[config.mk]
export PLATFORM = sky130hd
export DESIGN_NAME = div_fu_flat
export DESIGN_NICKNAME = d
export VERILOG_FILES = /design/src/rtl/div_fu_if.sv /design/src/rtl/div_fu.sv /design/src/flat_wrapper.sv
export SDC_FILE = /design/constraint.sdc
export NUM_CORES = 1
export LEC_CHECK = 0
export ABC_AREA = 0
export BUFFER_PORTS_ARGS = -buffer_cell sky130_fd_sc_hd__buf_2
export CAP_MARGIN = 20
export CORE_UTILIZATION = 52
export CTS_CLUSTER_SIZE = 16
export DETAILED_ROUTE_END_ITERATION = 16
export PLACE_DENSITY = 0.7
export SETUP_SLACK_MARGIN = 0.05
export SYNTH_ARGS = -nofsm -noshare
export SYNTH_HDL_FRONTEND = slang
export SYNTH_SLANG_ARGS = --single-unit
[constraint.sdc]
create_clock -name clk -period 7.54 [get_ports clk]
set_input_delay 1.508 -clock clk [delete_from_list [all_inputs] [get_ports clk]]
set_output_delay 1.508 -clock clk [all_outputs]
set_load 0.02 [all_outputs]
[src/rtl/div_fu_if.sv]
// DIV issue/result bundle between the pipeline control unit and the divider.
// Pure wiring, no latency of its own.
// No backpressure: the issuer owns timing, the divider answers a fixed number of cycles later.
interface div_fu_if;
    logic        EN;
    logic [1:0]  op;
    logic [31:0] rs1_data;
    logic [31:0] rs2_data;
    logic [31:0] res;
    logic        res_valid;
    logic        busy;

    // Control unit side: issues operands, samples the result.
    modport master (
        output EN, op, rs1_data, rs2_data,
        input  res, res_valid, busy
    );

    // Divider side.
    modport slave (
        input  EN, op, rs1_data, rs2_data,
        output res, res_valid, busy
    );
endinterface

[src/rtl/div_fu.sv]
// Fixed-latency DIV/DIVU/REM/REMU unit: radix-4 restoring core, then sign/special-case fixup.
// Result pulses exactly LATENCY cycles after the accept edge, for every operand pattern.
// No backpressure: accepts only when idle or in the result cycle; EN at other times is ignored.
module div_fu #(
    parameter int LATENCY = 24          // legal range 18..63
) (
    input  logic     clk,
    input  logic     rst_n,
    div_fu_if.slave  bus
);

    typedef enum logic [2:0] {
        IDLE,
        CALC,
        FIX,
        WAIT,
        DONE
    } state_t;

    // 16 CALC cycles + 1 FIX cycle bring the counter to 17 before the first WAIT cycle.
    localparam logic [5:0] CALC_LAST = 6'd15;
    localparam logic [5:0] DONE_CNT  = 6'(LATENCY - 1);
    localparam logic [5:0] CNT_MAX   = 6'd63;

    state_t      state_q;
    logic [5:0]  cnt_q;
    logic [1:0]  op_q;
    logic        sa_q;          // dividend negative (signed ops only)
    logic        sb_q;          // divisor negative (signed ops only)
    logic [31:0] amag_q;        // |rs1|, kept intact for the special cases
    logic [31:0] bmag_q;        // |rs2|
    logic [31:0] quo_q;         // dividend shifts out the top, quotient bits enter the bottom
    logic [31:0] rem_q;         // partial remainder (always < divisor between steps)
    logic [31:0] result_q;      // internal result, published only at completion
    logic [31:0] res_q;
    logic        res_valid_q;
    logic        busy_q;

    logic        accept;
    logic        in_signed;
    logic [31:0] rs1_abs;
    logic [31:0] rs2_abs;
    logic [31:0] rem_s1, quo_s1;
    logic [31:0] rem_s2, quo_s2;
    logic [31:0] fix_res;

    // One restoring step: shift in the next dividend bit, subtract the divisor if it fits.
    // The shifted remainder needs 33 bits; after a subtract the difference fits in 32.
    function automatic logic [63:0] div_step(input logic [31:0] r,
                                             input logic [31:0] q,
                                             input logic [31:0] d);
        logic [32:0] sh;
        logic [31:0] diff;
        sh   = {r, q[31]};
        diff = sh[31:0] - d;
        if (sh >= {1'b0, d}) begin
            div_step = {diff, q[30:0], 1'b1};
        end else begin
            div_step = {sh[31:0], q[30:0], 1'b0};
        end
    endfunction

    // Accept window and operand magnitudes for the issue cycle.
    always_comb begin
        accept    = bus.EN && ((state_q == IDLE) || (state_q == DONE));
        in_signed = ~bus.op[0];
        rs1_abs   = (in_signed && bus.rs1_data[31]) ? (32'd0 - bus.rs1_data) : bus.rs1_data;
        rs2_abs   = (in_signed && bus.rs2_data[31]) ? (32'd0 - bus.rs2_data) : bus.rs2_data;
    end

    // Two quotient bits per CALC cycle.
    always_comb begin
        {rem_s1, quo_s1} = div_step(rem_q, quo_q, bmag_q);
        {rem_s2, quo_s2} = div_step(rem_s1, quo_s1, bmag_q);
    end

    // Sign restoration and RISC-V divide-by-zero / overflow results.
    always_comb begin
        logic        is_rem;
        logic        is_signed;
        logic        div_zero;
        logic        ovf;
        logic [31:0] q_signed;
        logic [31:0] r_signed;
        logic [31:0] a_raw;

        is_rem    = op_q[1];
        is_signed = ~op_q[0];
        div_zero  = (bmag_q == 32'd0);
        ovf       = is_signed && sa_q && sb_q &&
                    (amag_q == 32'h8000_0000) && (bmag_q == 32'd1);
        q_signed  = (sa_q ^ sb_q) ? (32'd0 - quo_q) : quo_q;
        r_signed  = sa_q ? (32'd0 - rem_q) : rem_q;
        a_raw     = sa_q ? (32'd0 - amag_q) : amag_q;

        if (div_zero) begin
            fix_res = is_rem ? a_raw : 32'hFFFF_FFFF;
        end else if (ovf) begin
            fix_res = is_rem ? 32'd0 : 32'h8000_0000;
        end else begin
            fix_res = is_rem ? r_signed : q_signed;
        end
    end

    // Control FSM with datapath registers and registered outputs.
    always_ff @(posedge clk or negedge rst_n) begin
        if (!rst_n) begin
            state_q     <= IDLE;
            cnt_q       <= 6'd0;
            op_q        <= 2'd0;
            sa_q        <= 1'b0;
            sb_q        <= 1'b0;
            amag_q      <= 32'd0;
            bmag_q      <= 32'd0;
            quo_q       <= 32'd0;
            rem_q       <= 32'd0;
            result_q    <= 32'd0;
            res_q       <= 32'd0;
            res_valid_q <= 1'b0;
            busy_q      <= 1'b0;
        end else begin
            res_valid_q <= 1'b0;

            if (busy_q && (cnt_q != CNT_MAX)) begin
                cnt_q <= cnt_q + 6'd1;
            end

            if (accept) begin
                op_q    <= bus.op;
                sa_q    <= in_signed && bus.rs1_data[31];
                sb_q    <= in_signed && bus.rs2_data[31];
                amag_q  <= rs1_abs;
                bmag_q  <= rs2_abs;
                quo_q   <= rs1_abs;
                rem_q   <= 32'd0;
                cnt_q   <= 6'd0;
                busy_q  <= 1'b1;
                state_q <= CALC;
            end else begin
                case (state_q)
                    IDLE: begin
                        state_q <= IDLE;
                    end
                    CALC: begin
                        rem_q <= rem_s2;
                        quo_q <= quo_s2;
                        if (cnt_q == CALC_LAST) begin
                            state_q <= FIX;
                        end
                    end
                    FIX: begin
                        result_q <= fix_res;
                        state_q  <= WAIT;
                    end
                    WAIT: begin
                        if (cnt_q == DONE_CNT) begin
                            res_q       <= result_q;
                            res_valid_q <= 1'b1;
                            busy_q      <= 1'b0;
                            state_q     <= DONE;
                        end
                    end
                    DONE: begin
                        state_q <= IDLE;
                    end
                    default: begin
                        state_q <= IDLE;
                    end
                endcase
            end
        end
    end

    assign bus.res       = res_q;
    assign bus.res_valid = res_valid_q;
    assign bus.busy      = busy_q;

endmodule
[src/flat_wrapper.sv]
// flat-port wrapper written by rule: the top's interface ports become plain ports
module div_fu_flat 
#(
    parameter int LATENCY = 24                               
)
  (clk, rst_n, bus_EN, bus_op, bus_rs1_data, bus_rs2_data, bus_res, bus_res_valid, bus_busy);
  div_fu_if bus_i ();
  input  logic clk;
  input  logic rst_n;
  input wire logic [$bits(bus_i.EN)-1:0] bus_EN;
  input wire logic [$bits(bus_i.op)-1:0] bus_op;
  input wire logic [$bits(bus_i.rs1_data)-1:0] bus_rs1_data;
  input wire logic [$bits(bus_i.rs2_data)-1:0] bus_rs2_data;
  output wire logic [$bits(bus_i.res)-1:0] bus_res;
  output wire logic [$bits(bus_i.res_valid)-1:0] bus_res_valid;
  output wire logic [$bits(bus_i.busy)-1:0] bus_busy;
  assign bus_i.EN = bus_EN;
  assign bus_i.op = bus_op;
  assign bus_i.rs1_data = bus_rs1_data;
  assign bus_i.rs2_data = bus_rs2_data;
  assign bus_res = bus_i.res;
  assign bus_res_valid = bus_i.res_valid;
  assign bus_busy = bus_i.busy;
  div_fu #(.LATENCY(LATENCY)) u_core (.clk(clk), .rst_n(rst_n), .bus(bus_i));
endmodule
==> flow_summary.ini <==
[cts]
max-clock-path-buffers = 3
clock_latency_ns = 0.56
post_cts_buffers = 0
cts-resized-gates = 0
h-tree-depth = 1
ctsHoldBuffers = 0
cts_made_buffers = 25
cts_tree = built
clockRootBuffer = clkbuf_16
cts_num_sinks = 207
clkTransAtPathRegs_ns = 0.06

[timing]
max_freq_mhz = 151
worst_pin_slew_ns = 1.01
relSlewSlack = 0.330
finalSetupViolations = 0
fin_tns_setup_ns = 0
rsz0062_at_grt = false
finClkSkew_ns = 0.0203
fin_ws_ns = 0.898
period_needed_ns = 6.64
min_period_over_period = 0.881
final-hold-violation-count = 0
maxSlewViolCount = 0

[cells_and_area]
area_growth_pct = 10.6
drive_gt1_frac = 0.116
antennaDiodeCount = 0
mostFrequentLayoutCell = nand2_1
fillers = 2774
post-route-util = 0.584
nets = 2102
most-common-layout-cells = 264 x nand2_1, 205 x dfrtp_1, 188 x o21ai_0, 183 x a21oi_1, 131 x nor2_1

[route]
vias_per_cell = 6.15
ant_nets = 0
wl_per_cell_um = 20.1
wl_mm = 47.6
drtPass1Iterations = 5
vias = 14576
drcViolationCount = 0
drtIter0Drc = 1402

[placed_design]
io_buffers = 102
place.gp.congestion = 0.947
dp_hpwl_mm = 35.7
dp_slack_ns = 1.04

[floorplanning]
io_pins = 103
start_util = 0.528
die_w_um = 175
die_y_um = 175
dieArea_mm2 = 0.0307
rows = 63
coreArea_mm2 = 0.0296

[yosys]
synth_top_flop_cell = dfrtp_1
syn-num-nets = 2056
synth-async-reset-ratio = 1.00
avgSynthCellArea_um2 = 8.15
syn_inst = 1915
synth_top_area_frac = 0.332
synth_edf_count = 0
synth_top_cell_by_area = dfrtp_1
synth.distinct_cells = 66
ys_ff_latch = 207
yosysSeqAreaShare = 0.332
syn_area_mm2 = 0.0156
synth_area_leaders = dfrtp_1 33%, nand2_1 6.4%, o21ai_0 6.0%
yosys_warnings = 0

[worst_hold_path]
hp-class = reg2reg
min_from = u_core.result_q[9]

[pwr]
vdd_drop_max_v = 0.000128
p_total_uw = 2510
p_per_area_mw_per_mm2 = 145
p_leak_uw = 0.00743

[grt]
grt_pass1_vias = 13344
grt_use_met2 = 0.454
track_usage = 0.310
use_met3 = 0.0437
grt_max_degree = 108
grt-ovfl-total = 0
top_usage_layer = met1
grt_first_pass_wirelength_mm = 75.0
use_met1 = 0.476
antenna_found_initial = 0

[worst_setup_path]
crit_chain = ha_1 -> a21o_1 -> nor3_1 -> a21boi_1 -> a31oi_1 -> o31ai_1 -> a221oi_1 -> o21a_2 -> mux2_2 -> ha_1 -> a21oi_1 -> nand2_1 -> a221oi_1 -> a41oi_1 -> o21ai_0 -> a21o_1 -> a21boi_0 -> o211ai_1 -> o2111a_2 -> buf_4 -> mux2i_1 -> o21ai_0
critPathCaptureType = flip-flop
required_ns = 7.93
crit_start = u_core.rem_q[3]
critPathArrivalTime_ns = 7.03
max_stage_delay_ns = 0.53
r2r-start = u_core.rem_q[3]
critPathLaunchType = flip-flop
critical_path_class = reg2reg
worstPathMaxFanout = 24
crit_slowest_cell = o21a_2

[outcome]
status = finished, final reports clean

[run]
drv_cap = 0
## cell usage after synthesis, drive strengths merged (41+ instances only)
master	instances
inv	62
clkbuf	94
o21ai	192
a21o	41
xnor2	102
nor2	133
nand3	45
xor2	107
nand2	265
ha	70
dfrtp	207
a21oi	183
## metrics by stage
stage | hold WS [ns] | cell area (um2) | std cells
global route | 0.497 | 17300 | 2369
global placement | 0.449 | 16400 | 2324
detailed placement | 0.459 | 16400 | 2324
floorplan | 0.432 | 15600 | 1915
finish | 0.468 | 17300 | 2369
CTS | 0.473 | 17300 | 2369
## where the power goes
group / leakage [uW] / switching (uW) / internal, uW / total [uW]
Clock: 0.000431 / 514 / 765 / 1280
Sequential: 0.00255 / 0 / 1110 / 1110
Combinational: 0.00445 / 78.5 / 39.4 / 118
Total: 0.00743 / 593 / 1920 / 2510
## worst max-delay path, delay by kind of cell, from the launching register on
family,cells,cell delay [ns]
multiplexers,2,0.66
buffers and inverters,1,0.33
adder cells (fa/ha/maj),2,0.75
AO/OA/AOI/OAI,15,3.96
flip-flops,1,0.46
AND/OR/NAND/NOR,2,0.27
## logic make-up after synthesis
| kind of cell | after synthesis | share of synthesized area |
|---|---|---|
| flip-flops | 207 | 0.332 |
| adder cells (fa/ha/maj) | 72 | 0.0587 |
| AND/OR/NAND/NOR | 627 | 0.187 |
| buffers and inverters | 166 | 0.0404 |
| AO/OA/AOI/OAI | 563 | 0.216 |
| XOR/XNOR | 209 | 0.117 |
| multiplexers | 71 | 0.0486 |
## flip-flops by register name, summed over array words and instances, names as in the netlist
| name | flops |
|---|---|
| u_core.op_q | 2 |
| u_core.sa_q | 1 |
| u_core.cnt_q | 6 |
| u_core.amag_q | 32 |
| u_core.result_q | 32 |
| u_core.sb_q | 1 |
| u_core.bmag_q | 32 |
| u_core.rem_q | 32 |
| u_core.state_q | 3 |
| u_core.bus.busy | 1 |
| u_core.bus.res | 32 |
| u_core.quo_q | 32 |
| u_core.bus.res_valid | 1 |
## layer usage
metal / wire (um) / part of all wire / vias up
li1: - / - / 6916
met1: 22400 / 0.47 / 7027
met2: 20000 / 0.42 / 573
met3: 4050 / 0.085 / 60
met4: 1030 / 0.022 / 0
met5: 0 / 0 / -
## area by class of cell
| type | count | area (um2) | area share |
|---|---|---|---|
| flip-flops and latches | 207 | 5180 | 0.300 |
| clock buffers | 32 | 702 | 0.0407 |
| clock inverters | 13 | 165 | 0.00957 |
| multi-input cells | 1542 | 9810 | 0.569 |
| inverters | 62 | 233 | 0.0135 |
| well taps | 390 | 488 | 0.0283 |
| repair buffers | 123 | 677 | 0.0392 |
## worst paths after layout
kind / end / slack, ns / cells after the start
worst min register to register: u_core.result_q[9] / 0.47 / 2
worst min-delay path: u_core.result_q[9] / 0.47 / 2
worst max register to register: u_core.rem_q[21] / 0.90 / 22
min in group asynchronous: u_core.rem_q[19] / 1.07 / 1
worst max-delay path: u_core.rem_q[21] / 0.90 / 22
max in group asynchronous: u_core.op_q[1] / 5.12 / 2
Power figures use the tool's default switching activity.
